--- config.mk ---
export PLATFORM = sky130hd
export DESIGN_NAME = spatz_strbreq_merge_window_ctrl
export DESIGN_NICKNAME = d
export VERILOG_FILES = /design/src/rtl/spatz_pkg.sv /design/src/rtl/spatz_credit_counter.sv /design/src/rtl/spatz_strbreq_merge_window_ctrl.sv
export SDC_FILE = /design/constraint.sdc
export NUM_CORES = 1
export LEC_CHECK = 0
export CAP_MARGIN = 5
export CELL_PAD_IN_SITES_DETAIL_PLACEMENT = 2
export CELL_PAD_IN_SITES_GLOBAL_PLACEMENT = 2
export CORE_AREA = 2 2 110 112
export DETAILED_ROUTE_END_ITERATION = 12
export DIE_AREA = 0 0 112 114
export DONT_BUFFER_PORTS = 1
export PLACE_DENSITY = 0.85
export SLEW_MARGIN = 25
export SYNTH_ARGS = -nofsm -noshare
export SYNTH_HDL_FRONTEND = slang
export SYNTH_HIERARCHICAL = 1
export SYNTH_SLANG_ARGS = --single-unit
--- constraint.sdc ---
create_clock -name clk_i -period 5.5 [get_ports clk_i]
set_input_delay 1.1 -clock clk_i [delete_from_list [all_inputs] [get_ports clk_i]]
set_output_delay 1.1 -clock clk_i [all_outputs]
set_load 0.01 [all_outputs]
--- src/rtl/spatz_pkg.sv ---
// Shared types for the Spatz VFU request path.
// Contents:
//   merge_win_state_e : state of the partial-write merge window sequencer.
package spatz_pkg;

    typedef enum logic [1:0] {
        IDLE    = 2'd0,
        COLLECT = 2'd1,
        RELEASE = 2'd2
    } merge_win_state_e;

endpackage : spatz_pkg

--- src/rtl/spatz_credit_counter.sv ---
// Multi-increment / multi-decrement credit counter.
// Each cycle the count moves by popcount(inc_i) - popcount(dec_i). Both are
// applied in the same cycle. A net decrement below zero saturates at zero and
// trips an assertion, because it means a response arrived with no request in
// flight.
// Ports:
//   clk_i, rst_i : clock, asynchronous active-high reset
//   inc_i        : one bit per port, request accepted downstream this cycle
//   dec_i        : one bit per port, response retired this cycle
//   count_o      : current count (registered)
module spatz_credit_counter #(
    parameter int unsigned NumPorts = 8,
    parameter int unsigned MaxCnt   = 16,
    localparam int unsigned CntW    = $clog2(MaxCnt + 1),
    localparam int unsigned PopW    = $clog2(NumPorts + 1),
    localparam int unsigned SumW    = CntW + PopW
) (
    input  logic                clk_i,
    input  logic                rst_i,
    input  logic [NumPorts-1:0] inc_i,
    input  logic [NumPorts-1:0] dec_i,
    output logic [CntW-1:0]     count_o
);

    function automatic logic [PopW-1:0] popcount(input logic [NumPorts-1:0] v);
        logic [PopW-1:0] c;
        c = '0;
        for (int i = 0; i < NumPorts; i++) begin
            c = c + PopW'(v[i]);
        end
        return c;
    endfunction

    logic [CntW-1:0] count_q;
    logic [CntW-1:0] count_d;
    logic [PopW-1:0] inc_cnt;
    logic [PopW-1:0] dec_cnt;
    logic [SumW-1:0] up_sum;
    logic            underflow;

    always_comb begin
        inc_cnt   = popcount(inc_i);
        dec_cnt   = popcount(dec_i);
        // Add first in a wider width so the increment is never lost before
        // the decrement is taken off.
        up_sum    = SumW'(count_q) + SumW'(inc_cnt);
        underflow = (SumW'(dec_cnt) > up_sum);
        count_d   = underflow ? '0 : CntW'(up_sum - SumW'(dec_cnt));
    end

    always_ff @(posedge clk_i or posedge rst_i) begin
        if (rst_i) begin
            count_q <= '0;
        end else begin
            count_q <= count_d;
        end
    end

    assign count_o = count_q;

    underflow_chk : assert property (@(posedge clk_i) disable iff (rst_i) !underflow);

endmodule : spatz_credit_counter

--- src/rtl/spatz_strbreq_merge_window_ctrl.sv ---
// Merge-window sequencer in front of the partial-write merge tree.
// Partial-strobe writes are held for a programmable window so that peers to
// the same line reach the tree together, then released as one group. Reads
// and full-strobe writes bypass the window. An outstanding-credit counter
// bounds the number of requests in flight.
//
// Handshake: fwd_valid_o[i] is a request into the merge tree; a transfer
// happens only on fwd_valid_o[i] & fwd_ready_i[i], and req_ready_o[i] mirrors
// exactly that transfer back to the VFU port with zero latency. Once a port
// has been presented, its valid stays high until the transfer, regardless of
// credit changes. Responses retire on rsp_valid_i[i] & rsp_ready_i[i].
//
// Ports:
//   clk_i, rst_i      : clock, asynchronous active-high reset
//   cfg_enable_i      : 1 windows partial writes, 0 passes them through
//   cfg_max_wait_i    : collect window length in cycles, sampled on window open
//   req_valid_i/req_write_i/req_full_strb_i : per-port request attributes
//   req_ready_o       : per-port ready back to the VFU
//   fwd_valid_o/fwd_ready_i : per-port handshake into the merge tree
//   rsp_valid_i/rsp_ready_i : per-port response handshake (credit return)
//   outstanding_o     : current credit count
//   busy_o            : sequencer is not IDLE (registered)
//   stat_windows_o    : number of released windows, wrapping
module spatz_strbreq_merge_window_ctrl
    import spatz_pkg::*;
#(
    parameter int unsigned MergeNum          = 8,
    parameter int unsigned MaxWait           = 7,
    parameter int unsigned NumOutstandingMem = 16,
    localparam int unsigned CntW  = $clog2(NumOutstandingMem + 1),
    localparam int unsigned WaitW = $clog2(MaxWait + 1)
) (
    input  logic                clk_i,
    input  logic                rst_i,
    input  logic                cfg_enable_i,
    input  logic [WaitW-1:0]    cfg_max_wait_i,
    input  logic [MergeNum-1:0] req_valid_i,
    input  logic [MergeNum-1:0] req_write_i,
    input  logic [MergeNum-1:0] req_full_strb_i,
    output logic [MergeNum-1:0] req_ready_o,
    output logic [MergeNum-1:0] fwd_valid_o,
    input  logic [MergeNum-1:0] fwd_ready_i,
    input  logic [MergeNum-1:0] rsp_valid_i,
    input  logic [MergeNum-1:0] rsp_ready_i,
    output logic [CntW-1:0]     outstanding_o,
    output logic                busy_o,
    output logic [31:0]         stat_windows_o
);

    // Presenting a full group of MergeNum ports from this level can never
    // push the count past NumOutstandingMem.
    localparam int unsigned CreditLimit = NumOutstandingMem - MergeNum;

    merge_win_state_e    state_q;
    logic                busy_q;
    logic [WaitW-1:0]    wait_q;
    logic [WaitW-1:0]    max_wait_q;
    logic [MergeNum-1:0] rel_mask_q;
    logic [MergeNum-1:0] rel_done_q;
    logic                rel_go_q;
    logic [MergeNum-1:0] presented_q;
    logic [31:0]         stat_q;

    logic [CntW-1:0]     outstanding_q;
    logic                credit_ok;
    logic [MergeNum-1:0] partial;
    logic [MergeNum-1:0] partial_free;
    logic                pass_partial;
    logic [MergeNum-1:0] new_pres;
    logic                rel_launch;
    logic [MergeNum-1:0] rel_pres;
    logic [MergeNum-1:0] rel_hs;
    logic                rel_all_done;
    logic [MergeNum-1:0] fwd_valid;
    logic [MergeNum-1:0] fwd_hs;
    logic [MergeNum-1:0] rsp_hs;
    logic                collect_exit;
    logic [WaitW-1:0]    max_wait_clamped;

    always_comb begin
        credit_ok    = (outstanding_q <= CntW'(CreditLimit));
        partial      = req_valid_i & req_write_i & ~req_full_strb_i;
        // A partial already presented in pass-through mode is owned by the
        // presented path until it transfers; it must not join a window.
        partial_free = partial & ~presented_q;
        pass_partial = (state_q == IDLE) && !cfg_enable_i;

        new_pres = '0;
        if (credit_ok) begin
            new_pres = req_valid_i & ~presented_q & (~partial | {MergeNum{pass_partial}});
        end

        // The group's credit check happens once; after launch the group
        // stays presented even if the count rises in the meantime.
        rel_launch = (state_q == RELEASE) && (rel_go_q || credit_ok);
        rel_pres   = rel_launch ? (rel_mask_q & ~rel_done_q) : '0;

        // Async reset forces every output low immediately, even mid-cycle.
        fwd_valid    = rst_i ? '0 : (presented_q | new_pres | rel_pres);
        fwd_hs       = fwd_valid & fwd_ready_i;
        rel_hs       = rel_pres & fwd_ready_i;
        rsp_hs       = rsp_valid_i & rsp_ready_i;
        rel_all_done = ((rel_done_q | rel_hs) == rel_mask_q);

        collect_exit = (&partial) || (wait_q == max_wait_q) || !cfg_enable_i;

        if (32'(cfg_max_wait_i) > MaxWait) begin
            max_wait_clamped = WaitW'(MaxWait);
        end else begin
            max_wait_clamped = cfg_max_wait_i;
        end
    end

    always_ff @(posedge clk_i or posedge rst_i) begin
        if (rst_i) begin
            state_q     <= IDLE;
            busy_q      <= 1'b0;
            wait_q      <= '0;
            max_wait_q  <= '0;
            rel_mask_q  <= '0;
            rel_done_q  <= '0;
            rel_go_q    <= 1'b0;
            presented_q <= '0;
            stat_q      <= '0;
        end else begin
            presented_q <= (presented_q | new_pres) & ~fwd_hs;
            case (state_q)
                IDLE: begin
                    if (cfg_enable_i && (|partial_free)) begin
                        state_q    <= COLLECT;
                        busy_q     <= 1'b1;
                        wait_q     <= '0;
                        max_wait_q <= max_wait_clamped;
                    end
                end
                COLLECT: begin
                    if (collect_exit) begin
                        rel_mask_q <= partial_free;
                        rel_done_q <= '0;
                        rel_go_q   <= 1'b0;
                        // Requests withdrawn during the window leave nothing
                        // to release; that does not count as a window.
                        if (|partial_free) begin
                            state_q <= RELEASE;
                        end else begin
                            state_q <= IDLE;
                            busy_q  <= 1'b0;
                        end
                    end else begin
                        wait_q <= wait_q + WaitW'(1);
                    end
                end
                RELEASE: begin
                    if (rel_launch) begin
                        rel_go_q <= 1'b1;
                    end
                    rel_done_q <= rel_done_q | rel_hs;
                    if (rel_all_done) begin
                        state_q    <= IDLE;
                        busy_q     <= 1'b0;
                        stat_q     <= stat_q + 32'd1;
                        rel_mask_q <= '0;
                        rel_done_q <= '0;
                        rel_go_q   <= 1'b0;
                    end
                end
                default: begin
                    state_q <= IDLE;
                    busy_q  <= 1'b0;
                end
            endcase
        end
    end

    spatz_credit_counter #(
        .NumPorts (MergeNum),
        .MaxCnt   (NumOutstandingMem)
    ) i_credit (
        .clk_i   (clk_i),
        .rst_i   (rst_i),
        .inc_i   (fwd_hs),
        .dec_i   (rsp_hs),
        .count_o (outstanding_q)
    );

    assign fwd_valid_o    = fwd_valid;
    assign req_ready_o    = fwd_hs;
    assign outstanding_o  = outstanding_q;
    assign busy_o         = busy_q;
    assign stat_windows_o = stat_q;

endmodule : spatz_strbreq_merge_window_ctrl

After elaboration in Yosys (flattened, before gate mapping)
Index checks and enable logic that the tools add are counted.
Widths: inputs -> output; s select.
- register bits: 71
- latch bits: 0
- memory bits (writable): 0
- ROM bits: 0
- input port bits: 54
- output and inout port bits: 54
- memories: 0
- add/subtract/negate cells: 18
- $mul: 0
- divide/modulo/power cells: 0
- $lt $le $gt $ge: 2
- equality and inequality tests: 10
- shifts and indexed selects: 0
- mux-type cells: 27
- bitwise logic cells: 19
- reduce and logical (&&, ||, !) cells: 20
- operator list (cell ; count):
    $and 8x8->8 ; 10
    $mux 8 ; 7
    $add 4x1->4 ; 12
    $not 8->8 ; 5
    $add 32x1->32 const B ; 1
    $or 8x8->8 ; 4
    $pmux 8 s2 ; 2
    $reduce_and 3->1 ; 4
    $eq 8x8->1 ; 1
    $mux 2 ; 4
    $ne 2x2->1 const B ; 4
    $reduce_and 8->1 ; 1
    $reduce_or 8->1 ; 1
    $mux 1 ; 7
    $add 5x4->6 ; 1
    $gt 4x6->1 ; 1
    $mux 3 ; 2
    $pmux 2 s3 ; 1
    $pmux 3 s2 ; 1
    $reduce_and 2->1 ; 3
    $le 5x4->1 const B ; 1
    $mux 5 ; 1
    $sub 5x4->5 ; 1
    $add 1x1->2 ; 2
    other kinds (14) ; 19

Longest topological paths before layout
- depth in word-level cells: 20
- gate-level depth with buffers: 21
- mapped depth without buffers: 20

Cells and area by module
Netlist, hierarchy kept.
- by module, submodules not included (module ; times used ; cells an instance ; area each (µm²) ; seq. area each (µm²)):
    spatz_strbreq_merge_window_ctrl ; 1 ; 345 ; 3539.6 ; 1651.6
    spatz_credit_counter ; 1 ; 96 ; 912.1 ; 125.1

Worst setup path after synthesis
Ideal clock, no wire load.
- kind: input -> register
- start point: in cfg_enable_i
- end point: reg i_credit.count_q[3] (netlist: i_credit/count_o[3])
- arrival time: 5579 ps
- setup slack: -173 ps
- cell stages on the path: 19
- buffers on the path: 1
- cells stage by stage: or3_1 clkbuf_1 nand3b_1 a31oi_1 a21oi_1 and2_1 fa_1 inv_1 fa_1 fa_1 fa_1 inv_1 fa_1 inv_1 ha_1 nor2b_1 o211ai_1 a221oi_4 a211oi_1
- cells in the longest elaborated chain, start to end: 19
- elaborated cells between the ends (all ways): 20
- RTL lines (item ; RTL line ; text):
    start: declaration ; spatz_strbreq_merge_window_ctrl.sv:35 ; input logic cfg_enable_i,
    $logic_not 1->1 (*) ; spatz_strbreq_merge_window_ctrl.sv:86 ; pass_partial = (state_q == IDLE) && !cfg_enable_i;
    $logic_and 1x1->1 (*) ; spatz_strbreq_merge_window_ctrl.sv:86 ;
    $or 8x8->8 (*) ; spatz_strbreq_merge_window_ctrl.sv:90 ; new_pres = req_valid_i & ~presented_q & (~partial | {MergeNum{pass_partial}});
    $and 8x8->8 (*) ; spatz_strbreq_merge_window_ctrl.sv:90 ;
    $mux 8 (*) ; spatz_strbreq_merge_window_ctrl.sv:89 ; if (credit_ok) begin
    $or 8x8->8 (*) (2 in series) ; spatz_strbreq_merge_window_ctrl.sv:99 ; fwd_valid = rst_i ? '0 : (presented_q | new_pres | rel_pres);
    $mux 8 (*) ; spatz_strbreq_merge_window_ctrl.sv:99 ;
    named net fwd_valid_o[1] ; spatz_strbreq_merge_window_ctrl.sv:41 ; output logic [MergeNum-1:0] fwd_valid_o,
    $and 8x8->8 (*) ; spatz_strbreq_merge_window_ctrl.sv:100 ; fwd_hs = fwd_valid & fwd_ready_i;
    named net req_ready_o[1] ; spatz_strbreq_merge_window_ctrl.sv:40 ; output logic [MergeNum-1:0] req_ready_o,
    $add 1x1->2 (*) ; spatz_credit_counter.sv:29 ; c = c + PopW'(v[i]);
    $add 4x1->4 (*) (6 in series) ; spatz_credit_counter.sv:29 ;
    $add 5x4->6 (*) ; spatz_credit_counter.sv:46 ; up_sum = SumW'(count_q) + SumW'(inc_cnt);
    $sub 5x4->5 / $gt 4x6->1 (equally long branches) ; spatz_credit_counter.sv:48, spatz_credit_counter.sv:47 ;
    $mux 5 (*) ; spatz_credit_counter.sv:48 ; count_d = underflow ? '0 : CntW'(up_sum - SumW'(dec_cnt));
    named net i_credit.count_d[3] ; spatz_credit_counter.sv:35 ; logic [CntW-1:0] count_d;
    end signal: assignment ; spatz_credit_counter.sv:55 ; count_q <= count_d;
    end: declaration ; spatz_credit_counter.sv:34 ; logic [CntW-1:0] count_q;
Mark *: on every way through the listed nets, which the timed path passes. The rest lies on a longest branch.
A chain may end at the register's enable or synchronous reset.

Final worst setup path
- start point: in cfg_enable_i
- end point: reg i_credit.count_q[3] (netlist: i_credit/count_o[3])
- cells in the longest elaborated chain, start to end: 19
- elaborated cells between the ends (all ways): 20
- RTL lines (item ; RTL line):
    $logic_not 1->1 (*) ; spatz_strbreq_merge_window_ctrl.sv:86
    $logic_and 1x1->1 (*) ; spatz_strbreq_merge_window_ctrl.sv:86
    $or 8x8->8 (*) ; spatz_strbreq_merge_window_ctrl.sv:90
    $and 8x8->8 (*) ; spatz_strbreq_merge_window_ctrl.sv:90
    $mux 8 (*) ; spatz_strbreq_merge_window_ctrl.sv:89
    $or 8x8->8 (*) (2 in series) ; spatz_strbreq_merge_window_ctrl.sv:99
    $mux 8 (*) ; spatz_strbreq_merge_window_ctrl.sv:99
    $and 8x8->8 (*) ; spatz_strbreq_merge_window_ctrl.sv:100
    $add 1x1->2 ; spatz_credit_counter.sv:29
    $add 4x1->4 (5 in series) ; spatz_credit_counter.sv:29
    $add 4x1->4 (*) ; spatz_credit_counter.sv:29
    $add 5x4->6 (*) ; spatz_credit_counter.sv:46
    $sub 5x4->5 / $gt 4x6->1 (equally long branches) ; spatz_credit_counter.sv:48, spatz_credit_counter.sv:47
    $mux 5 (*) ; spatz_credit_counter.sv:48
    named net i_credit.count_d[3] ; spatz_credit_counter.sv:35
Marks and branches as above.

==> flow_summary.ini <==
[timing]
fin_hold_ws_ns = 0.520
rsz0062_at_grt = true
clock.fmax_ghz = 0.187
tightest_slew_ns = 0.851
relSlewSlack_pct = 43.2
setup_viol = 0
fin_ws_ns = 0.152
finalCriticalPeriod_ns = 5.35
clock-skew-final_ns = 0.00514
drv_slew = 0
setup_tns_ns = 0
fin_crit_sh_pct = 97.2
hold_viol_final = 0

[yosys]
syn_area_um2 = 4450
synthCells = 441
avgSynthCellArea_um2 = 10.1
synth_compound_area_share_pct = 13.1
synthAdderAreaFrac_pct = 9.84
synthArstFlopShare_pct = 100
ys_seq_area_share_pct = 39.9
synthesis.nets = 524
synth_edf_count = 0
ys_warn_count = 6
ys_top_cells_by_count = 71 x dfrtp_1, 37 x inv_1, 30 x nand2_1, 24 x a21oi_1, 22 x and2_1
netlist-cell-type-count = 52
muxShareOfSynthArea_pct = 1.49
synth_ff_type = dfrtp_1
ys_ff_latch = 71
netlist_top_cells_area = dfrtp_1 40%, ha_1 5.3%, fa_1 4.5%
synth_most_common_cell = dfrtp_1
synth_top_cell_area_share_pct = 39.9
synthXorXnorAreaFrac_pct = 7.87
synthSimpleGateAreaFrac_pct = 23.6
yosys.area.top_type = dfrtp_1
synth_top_family_by_area = simple AND/OR/NAND/NOR gates

[hold_path]
hp-class = flop to flop
min_path_cells = 1

[power_and_ir_drop]
ir_drop_mv = 0.346
power.density_nw_per_um2 = 572
total_power_mw = 2.95
power_leakage_nw = 2.43

[final_layout]
final_cells = 625
multiInputGateArea_um2 = 2550
layout-drive-gt1-share_pct = 16.3
nFillCells = 1272
regArea_um2 = 1780
fin_util_pct = 44.0
final_nets = 556
area_growth_pct = 15.7
final_area_um2 = 5150
antenna_cells = 0

[grt]
grt_pass1_wl_um = 22600
grt_max_degree = 51
grt_pass1_vias = 4138
grt.total_usage_pct = 22.8
antenna_found_initial = 0
overflow = 0

[setup_path]
critPathRequiredTime_ns = 5.75
r2r-start = i_credit/count_o[1]
rr_worst_depth = 20
crit_type = input pin to flop
r2r_setup_slack_ns = 0.28
cp-start-kind = input pin
arrival_ns = 5.60
cp_max_fo = 6
r2r-end = i_credit/count_o[3]
crit_end = i_credit/count_o[3]
cp-startpoint = cfg_enable_i
crit_path_end_kind = flop

[floorplan]
dieHeight_um = 114
boundaryPins = 108
core_um2 = 11700
start_util_pct = 38.0
dieArea_um2 = 12800
fp.dieW_um = 112
rows = 40

[placed_design]
hpwl_um = 10600
dp_cells = 608
place_ws_ns = -0.394
post_dp_cell_area_um2 = 4830
gp_congestion = 0.872
io_buffers = 0

[clocking]
clkTransAtPathRegs_ns = 0.06
clock_latency_ns = 0.34
clock_tree.buffer_depth = 2
tritoncts = done
cts-buffers-inserted = 9
cts_root_buf = clkbuf_16
cts-htree-levels = 3
clock_sinks = 71

[route]
route.detailed.wl_per_inst_um = 22.1
via_per_inst = 5.68
routed_wl_um = 13800
vias = 3552
drc = 0
first_pass_iters = 4
ant_nets = 0
drtIter0Drc = 116

[flow_run]
drv_cap = 0

[run_status]
status = finished clean
-- layout by cell type (no fill, tap or decap), types with 8 or more instances in the layout --
cell type   n
buf_4      30
nand2_1    30
nor2_1     12
a21oi_1    19
dfrtp_1    71
ha_1       19
xor2_1     19
fa_1        9
nor2b_1    17
inv_1      36
nand3_1     8
nor4bb_1    9
nand4_1    12
a22o_1      8
and3_1     10
nor3_1     13
nand3b_1   16
clkbuf_16   9
a31oi_1     9
xnor2_1    21
and2_1     18
-- report_power, final --
part | total (mW) | internal, mW | switching (mW)
combinational | 1.60 | 0.696 | 0.903
clock | 0.553 | 0.318 | 0.236
sequential | 0.795 | 0.654 | 0.142
total | 2.95 | 1.67 | 1.28
-- sequential cells by signal (all words and copies together) (netlist names) --
register	flops
presented_q	8
state_q	2
stat_windows_o	32
rel_go_q	1
wait_q	3
busy_o	1
max_wait_q	3
i_credit/count_o	5
rel_mask_q	8
rel_done_q	8
-- how the worst min path moves through the flow --
stage,from,to,slack [ns]
finish,rel_done_q[0],rel_done_q[0],0.52
global route,max_wait_q[0],max_wait_q[0],0.55
CTS,rel_done_q[0],rel_done_q[0],0.52
detailed placement,rel_done_q[0],rel_done_q[0],0.51
global placement,rel_go_q,rel_go_q,0.47
floorplan,rel_go_q,rel_go_q,0.46
-- per-layer routing --
| layer | vias to the layer above | wire length (um) | global-route usage [%] | part of all wire, % |
|---|---|---|---|---|
| li1 | 1625 | - | - | - |
| met1 | 1826 | 5530 | 27.1 | 40 |
| met2 | 86 | 7340 | 41.2 | 53 |
| met3 | 15 | 709 | 4.84 | 5.1 |
| met4 | 0 | 210 | 7.80 | 1.5 |
| met5 | - | 0 | 0 | 0 |
-- logic make-up after synthesis --
group / count (synthesis)
compound gates: 74
buf+inv: 47
flops: 71
mux: 6
xor+xnor: 40
simple gates: 174
fa+ha+maj: 29
-- cell type report --
| type | instances | share of cell area, % |
|---|---|---|
| Clock buffer | 11 | 4.71 |
| Clock inverter | 5 | 0.632 |
| Inverter | 38 | 2.79 |
| Multi-Input combinational cell | 323 | 49.4 |
| Sequential cell | 71 | 34.5 |
| Tap cell | 147 | 3.57 |
| Timing Repair Buffer | 30 | 4.37 |
-- worst max-delay path, stage by stage --
cell and delay (ns):
or3_4 0.39, nand3b_1 0.13, a31oi_2 0.13, a21oi_2 0.20
and2_4 0.18, fa_1 0.42, inv_1 0.08, fa_1 0.42
fa_1 0.46, fa_2 0.36, inv_1 0.08, fa_1 0.45
inv_2 0.10, ha_1 0.25, nor2b_1 0.14, o211ai_1 0.25
a221oi_4 0.11, buf_4 0.18, a211oi_2 0.19
-- timing repair --
| action | 4_1_cts | 5_1_grt |
|---|---|---|
| hold buffers | 0 | 0 |
| pin swaps | 0 | 3 |
| hold endpoints to repair | 0 | 0 |
| endpoints found under the setup margin | 1 | 5 |
| cloned | 0 | 0 |
| gates resized for setup | 2 | 8 |
| buffers inserted | 0 | 1 |
No activity file was read; power rests on OpenSTA's default activity.
